## src/rtl/i2c_reg_sequencer.sv

```systemverilog
// Register read/write sequencer driving a byte-level I2C master.
// Optional NACK retry on address bytes: define I2C_SEQ_RETRY_EN.
module i2c_reg_sequencer #(
    parameter int BYTE_TIMEOUT = 100000,
    parameter int MAX_RETRIES  = 3
) (
    input  logic       clk_in,
    input  logic       reset,
    input  logic       cmd_valid,
    output logic       cmd_ready,
    input  logic       cmd_read,
    input  logic [6:0] cmd_dev_addr,
    input  logic [7:0] cmd_reg_addr,
    input  logic [7:0] cmd_wdata,
    output logic       rsp_valid,
    output logic [7:0] rsp_rdata,
    output logic [1:0] rsp_status,
    output logic       busy,
    output logic       m_mode,
    output logic       m_transfer_start,
    output logic       m_transfer_continue,
    output logic [7:0] m_data_tx,
    input  logic       m_transfer_ready,
    input  logic       m_interrupt,
    input  logic       m_transaction_complete,
    input  logic       m_nack,
    input  logic       m_start_err,
    input  logic       m_arbitration_err,
    input  logic [7:0] m_data_rx
);

    typedef enum logic [3:0] {
        IDLE, WAIT_RDY, ADDR, REG, WDATA, GAP, RADDR, RDATA, RESP
    } state_t;

    localparam int TW = (BYTE_TIMEOUT > 1) ? $clog2(BYTE_TIMEOUT + 1) : 1;
    localparam logic [TW-1:0] T_LAST =
        (BYTE_TIMEOUT > 1) ? TW'(BYTE_TIMEOUT - 1) : '0;

    state_t          state;
    logic            rd_q;
    logic            phase2;
    logic [6:0]      dev_q;
    logic [7:0]      reg_q;
    logic [7:0]      wd_q;
    logic [TW-1:0]   tcnt;

    logic            in_byte;
    logic            addr_byte;
    logic            bus_err;
    logic            tx_nack;
    logic            timeout_hit;
    logic            retry_ok;
    logic            fin;
    logic            retry;
    logic [1:0]      fin_st;

    assign busy        = ~cmd_ready;
    assign in_byte     = state inside {ADDR, REG, WDATA, RADDR, RDATA};
    assign addr_byte   = (state == ADDR) || (state == RADDR);
    assign bus_err     = m_start_err | m_arbitration_err | ~m_transaction_complete;
    // the master NACKs the final received byte on purpose
    assign tx_nack     = m_nack && (state != RDATA);
    assign timeout_hit = (BYTE_TIMEOUT != 0) && (tcnt == T_LAST);

`ifdef I2C_SEQ_RETRY_EN
    localparam int RW = (MAX_RETRIES > 0) ? $clog2(MAX_RETRIES + 1) : 1;
    logic [RW-1:0] retry_cnt;
    assign retry_ok = addr_byte && (retry_cnt < RW'(MAX_RETRIES));
`else
    logic unused_max_retries;
    assign unused_max_retries = (MAX_RETRIES != 0) & addr_byte;
    assign retry_ok = 1'b0;
`endif

    always_comb begin
        fin    = 1'b0;
        retry  = 1'b0;
        fin_st = 2'd0;
        if (in_byte && m_interrupt) begin
            if (bus_err) begin
                fin    = 1'b1;
                fin_st = 2'd2;
            end else if (tx_nack) begin
                if (retry_ok) begin
                    retry = 1'b1;
                end else begin
                    fin    = 1'b1;
                    fin_st = 2'd1;
                end
            end else if (state == WDATA || state == RDATA) begin
                fin = 1'b1;
            end
        end else if (in_byte && timeout_hit) begin
            fin    = 1'b1;
            fin_st = 2'd3;
        end
    end

    always_ff @(posedge clk_in or posedge reset) begin
        if (reset) begin
            state               <= IDLE;
            cmd_ready           <= 1'b1;
            rsp_valid           <= 1'b0;
            rsp_rdata           <= 8'h00;
            rsp_status          <= 2'd0;
            m_mode              <= 1'b0;
            m_transfer_start    <= 1'b0;
            m_transfer_continue <= 1'b0;
            m_data_tx           <= 8'h00;
            rd_q                <= 1'b0;
            phase2              <= 1'b0;
            dev_q               <= 7'h00;
            reg_q               <= 8'h00;
            wd_q                <= 8'h00;
            tcnt                <= '0;
`ifdef I2C_SEQ_RETRY_EN
            retry_cnt           <= '0;
`endif
        end else if (fin) begin
            m_transfer_start    <= 1'b0;
            m_transfer_continue <= 1'b0;
            m_mode              <= 1'b0;
            tcnt                <= '0;
            rsp_valid           <= 1'b1;
            rsp_status          <= fin_st;
            rsp_rdata           <= (state == RDATA && fin_st == 2'd0)
                                   ? m_data_rx : 8'h00;
            state               <= RESP;
`ifdef I2C_SEQ_RETRY_EN
        end else if (retry) begin
            m_transfer_start    <= 1'b0;
            m_transfer_continue <= 1'b0;
            m_mode              <= 1'b0;
            tcnt                <= '0;
            retry_cnt           <= retry_cnt + 1'b1;
            state               <= WAIT_RDY;
`endif
        end else begin
            unique case (state)
                IDLE: begin
                    if (cmd_valid) begin
                        rd_q      <= cmd_read;
                        dev_q     <= cmd_dev_addr;
                        reg_q     <= cmd_reg_addr;
                        wd_q      <= cmd_wdata;
                        phase2    <= 1'b0;
                        cmd_ready <= 1'b0;
`ifdef I2C_SEQ_RETRY_EN
                        retry_cnt <= '0;
`endif
                        state     <= WAIT_RDY;
                    end
                end
                WAIT_RDY: begin
                    if (m_transfer_ready) begin
                        m_mode              <= 1'b0;
                        m_transfer_start    <= 1'b1;
                        m_transfer_continue <= 1'b0;
                        m_data_tx           <= {dev_q, phase2};
                        tcnt                <= '0;
                        state               <= phase2 ? RADDR : ADDR;
                    end
                end
                ADDR: begin
                    if (m_interrupt) begin
                        m_transfer_start    <= 1'b0;
                        m_transfer_continue <= 1'b1;
                        m_data_tx           <= reg_q;
                        tcnt                <= '0;
                        state               <= REG;
                    end else begin
                        tcnt <= tcnt + 1'b1;
                    end
                end
                REG: begin
                    if (m_interrupt) begin
                        tcnt <= '0;
                        if (rd_q) begin
                            m_transfer_continue <= 1'b0;
                            state               <= GAP;
                        end else begin
                            m_data_tx <= wd_q;
                            state     <= WDATA;
                        end
                    end else begin
                        tcnt <= tcnt + 1'b1;
                    end
                end
                GAP: begin
                    phase2 <= 1'b1;
                    state  <= WAIT_RDY;
                end
                RADDR: begin
                    if (m_interrupt) begin
                        m_transfer_start    <= 1'b0;
                        m_transfer_continue <= 1'b1;
                        m_mode              <= 1'b1;
                        tcnt                <= '0;
                        state               <= RDATA;
                    end else begin
                        tcnt <= tcnt + 1'b1;
                    end
                end
                WDATA, RDATA: begin
                    tcnt <= tcnt + 1'b1;
                end
                RESP: begin
                    rsp_valid  <= 1'b0;
                    rsp_rdata  <= 8'h00;
                    rsp_status <= 2'd0;
                    cmd_ready  <= 1'b1;
                    state      <= IDLE;
                end
                default: state <= IDLE;
            endcase
        end
    end

endmodule

```

## config.mk

```make
export PLATFORM = sky130hd
export DESIGN_NAME = i2c_reg_sequencer
export DESIGN_NICKNAME = d
export VERILOG_FILES = /design/src/rtl/i2c_reg_sequencer.sv
export SDC_FILE = /design/constraint.sdc
export NUM_CORES = 1
export LEC_CHECK = 0
export CELL_PAD_IN_SITES_DETAIL_PLACEMENT = 2
export CELL_PAD_IN_SITES_GLOBAL_PLACEMENT = 2
export CORE_ASPECT_RATIO = 0.6
export CORE_MARGIN = 4
export CORE_UTILIZATION = 35
export CTS_CLUSTER_DIAMETER = 80
export DETAILED_ROUTE_END_ITERATION = 10
export DONT_BUFFER_PORTS = 1
export GPL_TIMING_DRIVEN = 0
export PLACE_DENSITY_LB_ADDON = 0.2
export SLEW_MARGIN = 20
export SYNTH_ARGS = -nofsm -noshare
export SYNTH_HDL_FRONTEND = slang
export SYNTH_SLANG_ARGS = --single-unit
```

## constraint.sdc

```tcl
create_clock -name clk_in -period 3.8 [get_ports clk_in]
set_input_delay 0.19 -clock clk_in [delete_from_list [all_inputs] [get_ports clk_in]]
set_output_delay 0.19 -clock clk_in [all_outputs]
set_load 0.01 [all_outputs]
```

-- After elaboration in Yosys (flattened, before gate mapping)
Cells that the tools add are included.
- flip-flop bits (word level): 69
- bits in latches: 0
- RAM bits: 0
- bits in read-only memories: 0
- logic and storage cells: 121
- memories kept: 0
- add/sub/neg operators: 1
- multipliers: 0
- divide/modulo/power cells: 0
- $lt $le $gt $ge: 0
- equal/unequal tests: 23
- shift-type cells: 0
- muxes and demuxes: 49
- bitwise gates (word level): 5
- reduce and logical (&&, ||, !) cells: 28
- operators by type and width (cell ; number):
    $mux W8 ; 7
    $mux W17 ; 3
    $pmux W17 S3 ; 1
    $pmux W4 S7 ; 1
    $mux W4 ; 6
    $pmux W8 S3 ; 1
    $mux W1 ; 19
    $ne A3 B3 Y1 const B ; 6
    $add A17 B1 Y17 const B ; 1
    $eq A17 B17 Y1 const B ; 1
    $eq A4 B3 Y1 const B ; 4
    $reduce_and A3 Y1 ; 5
    $ne A2 B2 Y1 const B ; 6
    $reduce_and A6 Y1 ; 2
    $mux W2 ; 5
    $reduce_bool A3 Y1 ; 3
    $eq A4 B2 Y1 const B ; 2
    $pmux W1 S2 ; 4
    $reduce_bool A4 Y1 ; 2
    $reduce_bool A2 Y1 ; 3
    $reduce_and A5 Y1 ; 1
    $reduce_bool A5 Y1 ; 1
    $eq A4 B1 Y1 const B ; 1
    $eq A4 B4 Y1 const B ; 1
    other kinds (13) ; 20

-- Longest topological paths before layout
- depth after elaboration: 9
- mapped depth: 7
- gate-level depth less buffers: 6

-- Worst setup path after synthesis
OpenSTA, ideal clock, no wires.
- path type: flip-flop to flip-flop
- start: reg tcnt[0]
- end: reg rsp_rdata[0]
- library setup time: 0.121 ns
- arrival: 2.065 ns
- required time: 3.679 ns
- path slack: 1.614 ns
- cell stages (with the launch flop): 8
- cell sequence: dfrtp_1 > ha_1 > nand3_1 > or4_4 > or3_4 > and3_1 > buf_6 > a22o_1
- longest elaborated chain between the ends: 8
- elaborated cells between the ends (all ways): 11
- RTL lines (what ; RTL line ; text):
    start, declared ; 46 ; logic [TW-1:0] tcnt;
    start signal, assigned ; 173 ; tcnt <= tcnt + 1'b1;
    start signal, assigned ; 187 ; tcnt <= tcnt + 1'b1;
    start signal, assigned ; 202 ; tcnt <= tcnt + 1'b1;
    $eq A17 B17 Y1 * ; 64 ; assign timeout_hit = (BYTE_TIMEOUT != 0) && (tcnt == T_LAST);
    $logic_and A1 B1 Y1 * ; 94 ; end else if (in_byte && timeout_hit) begin
    $mux W2 ; 94 ;
    $mux W2 ; 80 ; if (in_byte && m_interrupt) begin
    $logic_not A2 Y1 ; 127 ; rsp_rdata <= (state == RDATA && fin_st == 2'd0)
    $logic_and A1 B1 Y1 ; 127 ;
    $mux W8 ; 128 ; ? m_data_rx : 8'h00;
    $mux W8 ; 120 ; end else if (fin) begin
    end signal, assigned ; 127 ;
    end, declared ; 16 ; output logic [7:0] rsp_rdata,
Mark *: on every way between the ends. The rest lies on a longest branch, timed or not.
A chain may end at the register's enable or synchronous reset.

-- Worst setup path after layout
- start: reg tcnt[0]
- end: reg rsp_rdata[1]
The elaborated chain is that of the path after synthesis.

==> metrics.md <==
| Metric | Value |
|---|---|
| Largest net degree at the start of global routing | 43 |
| IO buf count | 0 |
| CP max stage delay | 0.53 ns |
| Comb power frac | 0.352 |
| Worst EP arrival | 2.76 ns |
| Hold Path Class | in2reg |
| Peak VDD IR | 0.421 mV |
| Yosys warning count | 0 |
| Root buffer cell | clkbuf_16 |
| DIE HEIGHT | 83.8 um |
| Die Footprint | 0.0113 mm2 |
| Post-layout util | 0.445 |
| N_diodes | 0 |
| Top Family by Delay on Critical Path | simple AND/OR/NAND/NOR gates |
| Worst Hold Path Cells | 1 |
| Synth Register Bits | 69 |
| Commonest cells in the synthesized netlist | dfrtp_1 (68), nand2_1 (27), nor2_1 (27), mux2_2 (25), mux2i_1 (15) |
| Sequential Power Share | 0.394 |
| Residual DRC | 0 |
| Worst setup SP type | flip-flop |
| R2R Setup Slk | 1.26 ns |
| GPL Wtd Cong | 0.736 |
| Dpl cells | 450 |
| GRT Total Usage | 0.194 |
| Relative slew slack | 0.301 |
| WS Path Type | reg2reg |
| Detailed Place HPWL | 6.88 mm |
| Reg-to-reg endpoint | rsp_rdata[1] |
| Via count | 2665 |
| Slew Limit Fails | 0 |
| Crit-path cells | ha_1, nand3_1, or4_4, or3_4, and3_1, buf_6, a22o_1 |
| Worst hold endpoint | wd_q[6] |
| Die W | 134 um |
| RSZ-0062 raised after global routing | false |
| Count of cell types in the netlist | 49 |
| Cell count after synthesis | 319 |
| Post-Syn Area | 0.00335 mm2 |
| Syn_area_per_cell | 10.5 um2 |
| Clock Sinks | 69 |
| Data required, critical path | 4.02 ns |
| R2r worst-path depth | 7 |
| Wirelength, routed | 10.4 mm |
| Syn nets | 361 |
| Max clock buf depth | 2 |
| Cell internal pwr | 1.87 mW |
| # Post-CTS Setup Buffers | 0 |
| Final instance area | 0.00412 mm2 |
| First-pass GRT wire length | 16.8 mm |
| Placed inst area | 0.00355 mm2 |
| H-tree levels | 3 |
| Max cap viols | 0 |
| Status | completed |
| 1st-iter DRT viols | 130 |
| Setup crit end kind | flip-flop |
| Worst Tran Pin Value | 1.03 ns |
| Period minus WS final | 2.54 ns |
| Vias in the first global route | 2993 |
| Worst Clk Skew | 0.00442 ns |
| CTS tree | done |
| Fmax achieved | 394 MHz |
| R2R Path Start | tcnt[0] |
| Syn-to-layout area delta | 23.0% |
| Fraction of layout cells with a size suffix above 1 | 0.145 |
| Drt pass-1 iters | 4 |
| Setup violations, final | 0 |
| Sequential area share after synthesis | 0.516 |
| Fin nets | 403 |
| Cell taking the most area after synthesis | dfrtp_1 |
| Top FF cell, synth | dfrtp_1 |
| Starting Density | 0.362 |
| Sum of negative setup slack | 0 ns |
| CP Max Fanout | 8 |
| Clk slew on worst S/H paths | 0.06 ns |
| Layout Cells excl Fill | 495 |
| Vias per inst | 5.38 |
| Psw | 1.15 mW |
| Number of synthesized flops with an enable pin | 0 |
| Hold path start | cmd_wdata[6] |
| Count leader, synth | dfrtp_1 |
| Wirelength per Cell | 21.0 um |
| Final critical-path share of the clock period | 0.668 |
| Skew-Pair Late Insertion Delay | 0.34 ns |
| Clk pwr share | 0.254 |
| Ranking of synthesized cells by area | dfrtp_1 (51%), mux2_2 (8.4%), mux2i_1 (4.5%), nand2_1 (3.0%), nor2_1 (3.0%) |
| Fin. Hold Viols | 0 |
| FFs w/ async S/R, synth | 1.00 |
| LEAKAGE | 1.81 nW |
| Switching share of power | 0.382 |
| Initial antenna violation count | 0 |
| Post-DRT Antenna Nets | 0 |
| Row cnt | 27 |
| TritonCTS Buffers | 9 |
| Final hold slack | 0.00948 ns |
| WP buf/inv | 1 |
| PwrDens | 733 mW/mm2 |
| Total grt overflow | 0 |
| Top-Level Pins | 65 |
| Slowest-stage cell, CP | or4_4 |
| Top-area cell type share of the netlist area | 0.508 |
| Fill cells | 967 |
| Floorplan Core Area | 0.00926 mm2 |
## final cells by class
cell class / count / area [um2] / area share
repair buffers: 31 / 328 / 0.0795
clock inverters: 5 / 37.5 / 0.00910
well taps: 130 / 163 / 0.0395
plain buffers: 14 / 63.8 / 0.0155
inverters: 14 / 55.1 / 0.0134
clock buffers: 10 / 229 / 0.0555
multi-input cells: 222 / 1520 / 0.368
flip-flops and latches: 69 / 1730 / 0.419
## sequential cells by signal (all words and copies together), names as in the netlist, 2 cells and up
| register | count |
|---|---|
| tcnt | 17 |
| m_data_tx | 8 |
| reg_q | 8 |
| rsp_rdata | 8 |
| wd_q | 8 |
| dev_q | 7 |
| state | 4 |
| rsp_status | 2 |
## power groups by stage
stage | logic [mW] | registers, mW | clock network (mW)
2_1_floorplan | 0.772 | 1.13 | 0
3_3_place_gp | 0.957 | 1.18 | 0
3_5_place_dp | 1.00 | 1.20 | 0
4_1_cts | 1.05 | 1.18 | 0.788
5_1_grt | 1.18 | 1.22 | 0.828
6_report | 1.06 | 1.19 | 0.767
## cells by family after synthesis
logic type,count (synthesis),share of synthesized area
AND/OR/NAND/NOR,114,0.177
flip-flops,69,0.516
AO/OA/AOI/OAI,56,0.111
multiplexers,40,0.129
buffers and inverters,28,0.0347
XOR/XNOR,11,0.0288
adder cells (fa/ha/maj),1,0.00373
## timing repair
action / CTS / global route
gates resized for setup: 0 / 0
hold buffers: 30 / 0
hold endpoints to repair: 56 / 0
## layout by cell type (no fill, tap or decap), drive strengths merged, types with 3 or more instances in the layout
cell	n
mux2	25
nor2b	3
clkbuf	17
nand2b	9
a31oi	3
nor3	7
buf	8
a21oi	12
o21ai	13
xor2	9
and3	6
nand3	13
nand4b	3
a22o	9
nand2	27
nand4	5
nor2	27
mux2i	15
inv	15
dfrtp	68
dlygate4sd3	30
o22ai	3
## routing by layer
metal / GRT usage / share of wire / vias up
li1: - / - / 1214
met1: 0.256 / 0.48 / 1384
met5: 0 / 0 / -
met2: 0.311 / 0.47 / 49
met3: 0.0536 / 0.036 / 18
met4: 0.0555 / 0.015 / 0
## how the worst max path moves through the flow
| stage | start | end | cells after the start |
|---|---|---|---|
| 2_1_floorplan | tcnt[0] | rsp_rdata[0] | 7 |
| 3_3_place_gp | reset | rd_q | 1 |
| 3_5_place_dp | tcnt[0] | rsp_rdata[0] | 7 |
| 4_1_cts | tcnt[0] | rsp_rdata[0] | 7 |
| 5_1_grt | state[3] | wd_q[4] | 6 |
| 6_report | tcnt[0] | rsp_rdata[1] | 7 |
## through the flow
stage / power, mW / worst slack (ns)
after detailed placement: 2.20 / 1.28
after global routing: 3.23 / 1.13
final: 3.02 / 1.26
after floorplan: 1.90 / 1.61
after CTS: 3.02 / 1.26
after global placement: 2.14 / 0.955
No activity file was read; power rests on OpenSTA's default activity.
